==> src/rtl/axi4lite_reg_slave.sv <==
// AXI4-Lite register bank: NUM_REGS read/write registers of 8*N bits at BASE_ADDR,
// exported flat to fabric with a one-cycle write pulse per register.
module axi4lite_reg_slave #(
    parameter int          N         = 4,
    parameter int          NUM_REGS  = 16,
    parameter logic [31:0] BASE_ADDR = 32'h0
) (
    input  logic                       ACLK,
    input  logic                       ARESET,
    input  logic                       AWVALID,
    output logic                       AWREADY,
    input  logic [31:0]                AWADDR,
    input  logic [2:0]                 AWPROT,
    input  logic                       WVALID,
    output logic                       WREADY,
    input  logic [8*N-1:0]             WDATA,
    input  logic [N-1:0]               WSTRB,
    output logic                       BVALID,
    input  logic                       BREADY,
    output logic [1:0]                 BRESP,
    input  logic                       ARVALID,
    output logic                       ARREADY,
    input  logic [31:0]                ARADDR,
    input  logic [2:0]                 ARPROT,
    output logic                       RVALID,
    input  logic                       RREADY,
    output logic [8*N-1:0]             RDATA,
    output logic [1:0]                 RRESP,
    output logic [NUM_REGS*8*N-1:0]    regs_o,
    output logic [NUM_REGS-1:0]        wr_pulse_o
);
    localparam int          DW   = 8 * N;
    localparam int          AL   = $clog2(N);
    localparam int          IW   = $clog2(NUM_REGS);
    localparam logic [31:0] SPAN = 32'(NUM_REGS * N);

    typedef enum logic { WR_IDLE, WR_RESP } wr_state_t;
    typedef enum logic { RD_IDLE, RD_RESP } rd_state_t;

    wr_state_t             r_wr_state;
    rd_state_t             r_rd_state;
    logic                  r_awready, r_wready, r_bvalid;
    logic                  r_aw_full, r_w_full;
    logic [31:0]           r_awaddr;
    logic [DW-1:0]         r_wdata;
    logic [N-1:0]          r_wstrb;
    logic [1:0]            r_bresp;
    logic [NUM_REGS-1:0]   r_wr_pulse;
    logic                  r_arready, r_rvalid;
    logic [DW-1:0]         r_rdata;
    logic [1:0]            r_rresp;

    logic [NUM_REGS*DW-1:0] w_regs_flat;
    logic [31:0]           w_wr_off, w_rd_off;
    logic                  w_wr_ok, w_rd_ok, w_commit;
    logic [IW-1:0]         w_wr_idx, w_rd_idx;
    logic                  w_unused;

    assign w_unused = ^{AWPROT, ARPROT};

    // Offsets wrap for addresses below BASE_ADDR, so one compare catches both sides.
    assign w_wr_off = r_awaddr - BASE_ADDR;
    assign w_wr_ok  = w_wr_off < SPAN;
    assign w_wr_idx = w_wr_off[AL +: IW];
    assign w_rd_off = ARADDR - BASE_ADDR;
    assign w_rd_ok  = w_rd_off < SPAN;
    assign w_rd_idx = w_rd_off[AL +: IW];

    assign w_commit = (r_wr_state == WR_IDLE) && r_aw_full && r_w_full;

    genvar gi;
    generate
        for (gi = 0; gi < NUM_REGS; gi++) begin : g_reg
            logic [DW-1:0] r_reg;
            always_ff @(posedge ACLK or posedge ARESET) begin
                if (ARESET) begin
                    r_reg <= '0;
                end else if (w_commit && w_wr_ok && (w_wr_idx == IW'(gi))) begin
                    for (int b = 0; b < N; b++) begin
                        if (r_wstrb[b]) begin
                            r_reg[8*b +: 8] <= r_wdata[8*b +: 8];
                        end
                    end
                end
            end
            assign w_regs_flat[gi*DW +: DW] = r_reg;
        end
    endgenerate

    always_ff @(posedge ACLK or posedge ARESET) begin
        if (ARESET) begin
            r_wr_state <= WR_IDLE;
            r_awready  <= 1'b0;
            r_wready   <= 1'b0;
            r_aw_full  <= 1'b0;
            r_w_full   <= 1'b0;
            r_awaddr   <= '0;
            r_wdata    <= '0;
            r_wstrb    <= '0;
            r_bvalid   <= 1'b0;
            r_bresp    <= 2'b00;
            r_wr_pulse <= '0;
        end else begin
            r_wr_pulse <= '0;
            case (r_wr_state)
                WR_IDLE: begin
                    if (w_commit) begin
                        r_bvalid   <= 1'b1;
                        r_bresp    <= w_wr_ok ? 2'b00 : 2'b11;
                        if (w_wr_ok) begin
                            r_wr_pulse[w_wr_idx] <= 1'b1;
                        end
                        r_aw_full  <= 1'b0;
                        r_w_full   <= 1'b0;
                        r_awready  <= 1'b0;
                        r_wready   <= 1'b0;
                        r_wr_state <= WR_RESP;
                    end else begin
                        // Each channel latches independently; a full latch holds its ready low.
                        if (AWVALID && r_awready) begin
                            r_aw_full <= 1'b1;
                            r_awaddr  <= AWADDR;
                        end
                        if (WVALID && r_wready) begin
                            r_w_full <= 1'b1;
                            r_wdata  <= WDATA;
                            r_wstrb  <= WSTRB;
                        end
                        r_awready <= !(r_aw_full || (AWVALID && r_awready));
                        r_wready  <= !(r_w_full || (WVALID && r_wready));
                    end
                end
                WR_RESP: begin
                    if (BREADY) begin
                        r_bvalid   <= 1'b0;
                        r_awready  <= 1'b1;
                        r_wready   <= 1'b1;
                        r_wr_state <= WR_IDLE;
                    end
                end
            endcase
        end
    end

    always_ff @(posedge ACLK or posedge ARESET) begin
        if (ARESET) begin
            r_rd_state <= RD_IDLE;
            r_arready  <= 1'b0;
            r_rvalid   <= 1'b0;
            r_rdata    <= '0;
            r_rresp    <= 2'b00;
        end else begin
            case (r_rd_state)
                RD_IDLE: begin
                    if (ARVALID && r_arready) begin
                        // Sampled before any same-edge write lands, so a colliding read sees the old value.
                        r_rdata    <= w_rd_ok ? w_regs_flat[int'(w_rd_idx)*DW +: DW] : '0;
                        r_rresp    <= w_rd_ok ? 2'b00 : 2'b11;
                        r_rvalid   <= 1'b1;
                        r_arready  <= 1'b0;
                        r_rd_state <= RD_RESP;
                    end else begin
                        r_arready <= 1'b1;
                    end
                end
                RD_RESP: begin
                    if (RREADY) begin
                        r_rvalid   <= 1'b0;
                        r_arready  <= 1'b1;
                        r_rd_state <= RD_IDLE;
                    end
                end
            endcase
        end
    end

    assign AWREADY    = r_awready;
    assign WREADY     = r_wready;
    assign BVALID     = r_bvalid;
    assign BRESP      = r_bresp;
    assign ARREADY    = r_arready;
    assign RVALID     = r_rvalid;
    assign RDATA      = r_rdata;
    assign RRESP      = r_rresp;
    assign regs_o     = w_regs_flat;
    assign wr_pulse_o = r_wr_pulse;

endmodule

==> config.mk <==
export PLATFORM = sky130hd
export DESIGN_NAME = axi4lite_reg_slave
export DESIGN_NICKNAME = d
export VERILOG_FILES = /design/src/rtl/axi4lite_reg_slave.sv
export SDC_FILE = /design/constraint.sdc
export NUM_CORES = 1
export LEC_CHECK = 0
export BUFFER_PORTS_ARGS = -buffer_cell sky130_fd_sc_hd__buf_2
export CAP_MARGIN = 20
export CORE_ASPECT_RATIO = 1.5
export CORE_MARGIN = 4
export CORE_UTILIZATION = 40
export CTS_BUF_LIST = sky130_fd_sc_hd__clkbuf_2 sky130_fd_sc_hd__clkbuf_4 sky130_fd_sc_hd__clkbuf_8
export DETAILED_ROUTE_END_ITERATION = 10
export PLACE_DENSITY = 0.6
export SETUP_SLACK_MARGIN = 0.15
export SLEW_MARGIN = 20
export SYNTH_ARGS = -nofsm -noshare
export SYNTH_HDL_FRONTEND = slang
export SYNTH_SLANG_ARGS = --single-unit
==> constraint.sdc <==
create_clock -name ACLK -period 19.7 [get_ports ACLK]
set_input_delay 0 -clock ACLK [delete_from_list [all_inputs] [get_ports ACLK]]
set_output_delay 0 -clock ACLK [all_outputs]
set_load 0.01 [all_outputs]
# After elaboration in Yosys (flattened, before gate mapping)
# Cells that the tools add are included.
dict set report word_totals {
  regBits 641
  elab_cells 241
  inputBits 113
}
dict set report op_classes {
  n_mux 32
  eq_ne 19
  magnitude_cmp 4
  bitwise 3
  shift 1
  reduce_logical 102
}
# op n
set ops {}
lappend ops {{$shiftx A512 B10 Y32} 1}
lappend ops {{$reduce_and A2 Y1} 70}
lappend ops {{$lt A32 B7 Y1 const B} 2}
lappend ops {{$mux W16} 3}
lappend ops {{$eq A4 B4 Y1 const B} 8}
lappend ops {{$mux W32} 1}
lappend ops {{$logic_and A1 B1 Y1} 23}
lappend ops {{$mux W1} 18}
lappend ops {{$eq A4 B3 Y1 const B} 4}
lappend ops {{$pmux W1 S2} 7}
lappend ops {{$eq A4 B2 Y1 const B} 2}
lappend ops {{$ne A2 B2 Y1 const B} 4}
lappend ops {{$reduce_and A3 Y1} 2}
lappend ops {{$lt A4 B5 Y1 const B} 1}
lappend ops {{$demux W1 S4} 1}
lappend ops {{$eq A4 B1 Y1 const B} 1}
lappend ops {{$ge A4 B1 Y1 const B} 1}
lappend ops {{$logic_not A4 Y1} 1}
lappend ops {{$mux W2} 2}
lappend ops {{$reduce_bool A2 Y1} 2}
lappend ops {{$not A1 Y1} 3}
lappend ops {{$logic_not A1 Y1} 2}
lappend ops {{$logic_or A1 B1 Y1} 2}

# Longest topological paths before layout
dict set report logic_depth {
  ltp_word 7
  ltp_mapped 7
}

# Least setup slack after synthesis
# OpenSTA, ideal clock, no wires.
dict set report synth_path {
  kind {reg2reg}
  start {reg r_wr_state}
  end {reg g_reg[12].r_reg[0]}
  t_required_ps 19575
  stages_incl_launch_ff 8
  path_buffers 3
  period_less_slack_ps 2269
  arrival_ps 2145
  slack_ps 17431
  cell_sequence {dfrtp_1 -> buf_6 -> and3b_1 -> nand4_1 -> buf_6 -> buf_6 -> nor4_4 -> mux2_2}
}
dict set report synth_via {
  elab_chain_len 6
}
# item line_no
set synth_lines {}
lappend synth_lines {{start: declaration} 40} ;# wr_state_t r_wr_state;
lappend synth_lines {{start signal: assignment} 92} ;# r_wr_state <= WR_IDLE;
lappend synth_lines {{start signal: assignment} 117} ;# r_wr_state <= WR_RESP;
lappend synth_lines {{start signal: assignment} 138} ;# r_wr_state <= WR_IDLE;
lappend synth_lines {{$not A1 Y1 (no line)} -}
lappend synth_lines {{$logic_and A1 B1 Y1 (2 in a row)} 69} ;# assign w_commit = (r_wr_state == WR_IDLE) && r_aw_full && r_w_full;
lappend synth_lines {{$logic_and A1 B1 Y1 (2 in a row)} 78} ;# end else if (w_commit && w_wr_ok && (w_wr_idx == IW'(gi))) begin
lappend synth_lines {{$reduce_and A2 Y1 (no line)} -}
lappend synth_lines {{end signal: indexed assignment} 81} ;# r_reg[8*b +: 8] <= r_wdata[8*b +: 8];
lappend synth_lines {{end: declaration} 74} ;# logic [DW-1:0] r_reg;
# Every way passes these cells.
# A chain may end at the register's enable or synchronous reset.

# Worst setup path after layout
dict set report layout_path {
  start {reg r_awaddr[15]}
  end {reg g_reg[1].r_reg[18]}
}
dict set report layout_via {
  elab_chain_len 4
}
# item line_no
set layout_lines {}
lappend layout_lines {{start: declaration} 44} ;# logic [31:0] r_awaddr;
lappend layout_lines {{start signal: assignment} 97} ;# r_awaddr <= '0;
lappend layout_lines {{start signal: assignment} 122} ;# r_awaddr <= AWADDR;
lappend layout_lines {{$lt A32 B7 Y1} 63} ;# assign w_wr_ok = w_wr_off < SPAN;
lappend layout_lines {{$logic_and A1 B1 Y1 (2 in a row)} 78}
lappend layout_lines {{$reduce_and A2 Y1 (no line)} -}
lappend layout_lines {{end signal: indexed assignment} 81}
lappend layout_lines {{end: declaration} 74}
# Every way passes these cells.

==> metrics.txt <==
drt first pass iters=5; clock-pin slew on the worst setup and hold paths=~0.06 ns; Routed Antenna Nets=0; # fillers=between 6000 and 7000; Total Routing Usage GR=0.270; final wirelength=roughly 100000 um; # nets final=roughly 2700; H-tree level count=3; Overall Power=roughly 3.3 mW; area of the multi-input gates=~12000 sq um; Final Hold Viols=0; DR vias/cell=5.59; clock sink total=roughly 640; Post-synth EDFFs=0; DP Wirelength=70500 um; Synth async-reset ratio=1.00; Hold Buf Count CTS=between 150 and 200; Port-buffer cells=roughly 670; RSZ-0062 raised after global routing=false; Worst EP required=approximately 20 ns; Tmin final=~3.6 ns; Cells after Synth=about 1800; syn avg cell area=15.7 sq um; CP Class=reg -> reg; Clock Tree Buf Depth=3; drt initial violations=between 1000 and 1500; Sw Ratio=0.306; post-synthesis cell type count=33; Worst-Margin Slew=between 1 and 1.5 ns; core area=between 70000 and 80000 sq um; max-cap violations=0; final core occ=0.516; top post-synthesis cells by area=dfrtp_1, mux2_2, mux4_2, nor4_4, a22oi_1; die height=between 300 and 400 um; R2R cell count=4; Root Buffer=clkbuf_8; post-synth top area share=0.560; antenna violations before repair=5; Levels on crit path=4; top cell type by total area after synthesis=dfrtp_1; Post-CTS Resized=0; Pleak=approximately 19 nW; gr ovfl total=0; clock skew=0.0347 ns; max reg flops=roughly 510; internal power consumption=2.27 mW; sequential share of the synthesized area=0.560; Worst VDD drop=between 0.00015 and 0.0002 V; setup bufs post-CTS=0; Switching Power=around 1000 uW; register area=approximately 16000 sq um; Crit path max-delay family=simple AND/OR/NAND/NOR gates; via count=roughly 20000; IO Pins=between 600 and 700; cell area after synthesis=approximately 28000 sq um; P&R area growth vs syn=27.6%; worst min-delay path class=in -> async; drt drc=0; Clock Power Share=0.373; relative slew slack=0.255; first-pass GRT wire length=roughly 150000 um; prevailing post-synth register cell=dfrtp_1; # setup viols final=0; Synthesis Warnings=0; setup TNS=0 ns; die footprint=between 70000 and 80000 sq um; Sequential Power Share=0.491; total CTS buffers=slightly above 100; Critical Path Start Type=flip-flop; crit-path cells=nor4_1 -> and4_1 -> nand4_1 -> mux2_2; Initial Util=0.404; f_max=between 200 and 300 MHz; CP endpoint kind=flip-flop; slowest stage delay, CP=roughly 0.94 ns; CTS tree=built; FF+latch count, synth=637; Max Slew Vio Count=0; die width=between 200 and 250 um; syn nets=1931; hold slack final=0.0458 ns; routability cong.=0.842; combinational share of power=0.136; Worst-Skew Late Latency=around 0.7 ns; row cnt=119; CP max stage cell=and4_1; DR WL/cell=28.9 um; PwrDens=about 90 nW/um^2; worst-path fanout max=18; share of cells above drive strength 1=0.603; vias in the first global route=21535; status=completed; Crit path arrival time=4.13 ns; fin crit share=0.180; CP Buf/Inv Count=0; largest net degree at the start of global routing=~180
## layout make-up
type,instances,share of cell area
Sequential cell,637,0.439
Multi-Input combinational cell,1035,0.329
Clock inverter,16,0.00372
Inverter,5,0.000723
Timing Repair Buffer,843,0.140
Clock buffer,168,0.0569
Antenna cell,4,0.000275
Tap cell,907,0.0312
## layer usage
| metal | vias to the layer above | global-route usage | share of wire |
|---|---|---|---|
| met5 | - | 0 | 0.00012 |
| met2 | 849 | 0.456 | 0.50 |
| li1 | 8502 | - | - |
| met3 | 204 | 0.0810 | 0.079 |
| met1 | 10653 | 0.322 | 0.38 |
| met4 | 2 | 0.108 | 0.041 |
## cells in the mapped netlist, types with 12 or more instances
| cell | count |
|---|---|
| nor4_1 | 12 |
| nand3_1 | 23 |
| buf_2 | 25 |
| a22oi_1 | 62 |
| mux2_2 | 578 |
| buf_1 | 19 |
| clkbuf_1 | 87 |
| mux4_2 | 128 |
| nor4_4 | 32 |
| dfrtp_1 | 637 |
| or4_1 | 17 |
| nand4_1 | 25 |
| nand2_1 | 37 |
| nor2_1 | 45 |
| a22o_1 | 32 |
## tightest hold or removal path, cell delays in order
cell,delay [ns]
dlygate4sd3_1,0.54
buf_2,0.15
inv_8,0.62
## final timing paths
kind | start | to | slack, ns
min | ARESET | g_reg[9].r_reg[1] | 0.05
max in group asynchronous | ARESET | g_reg[4].r_reg[22] | 16.52
min in group ACLK | WDATA[12] | r_wdata[12] | 0.07
max | r_awaddr[15] | g_reg[1].r_reg[18] | 16.15
max reg2reg | r_awaddr[15] | g_reg[1].r_reg[18] | 16.15
min reg2reg | RVALID | RVALID | 0.48
## kinds of logic (layout without fill, tap and decap cells)
kind of cell | after synthesis | in the layout | share of synthesized area
and+or+nand+nor | 219 | 219 | 0.0585
DFF | 637 | 637 | 0.560
AOI/OAI and AO/OA | 107 | 107 | 0.0287
other | 0 | 4 | 0
muxes | 709 | 709 | 0.331
buffers and inverters | 146 | 1032 | 0.0224
## power by group through the flow
stage	sequential [mW]	clock [mW]	combinational [mW]
finish	1.60	1.22	0.445
global route	1.63	1.31	0.480
CTS	1.60	1.24	0.444
detailed placement	1.62	0	0.369
global placement	1.61	0	0.359
floorplan	1.47	0	0.358
## layout by cell type (no fill, tap or decap), drive strengths merged, types with 25 or more instances in the layout
cell	count
buf	693
dfrtp	637
mux2	578
clkbuf	168
dlygate4sd3	150
mux4	128
a22oi	62
nor2	45
nor4	44
nand2	37
a22o	32
nand4	25
## stage by stage
| stage | instance area (sq um) | setup slack, ns | instances |
|---|---|---|---|
| 2_1_floorplan | 28500 | 1.86 | 1818 |
| 3_3_place_gp | 32600 | 16.24 | 3274 |
| 3_5_place_dp | 32600 | 16.13 | 3275 |
| 4_1_cts | 36300 | 16.12 | 3610 |
| 5_1_grt | 36300 | 15.99 | 3615 |
| 6_report | 36300 | 16.15 | 3615 |
(Power assumes the default switching activity.)
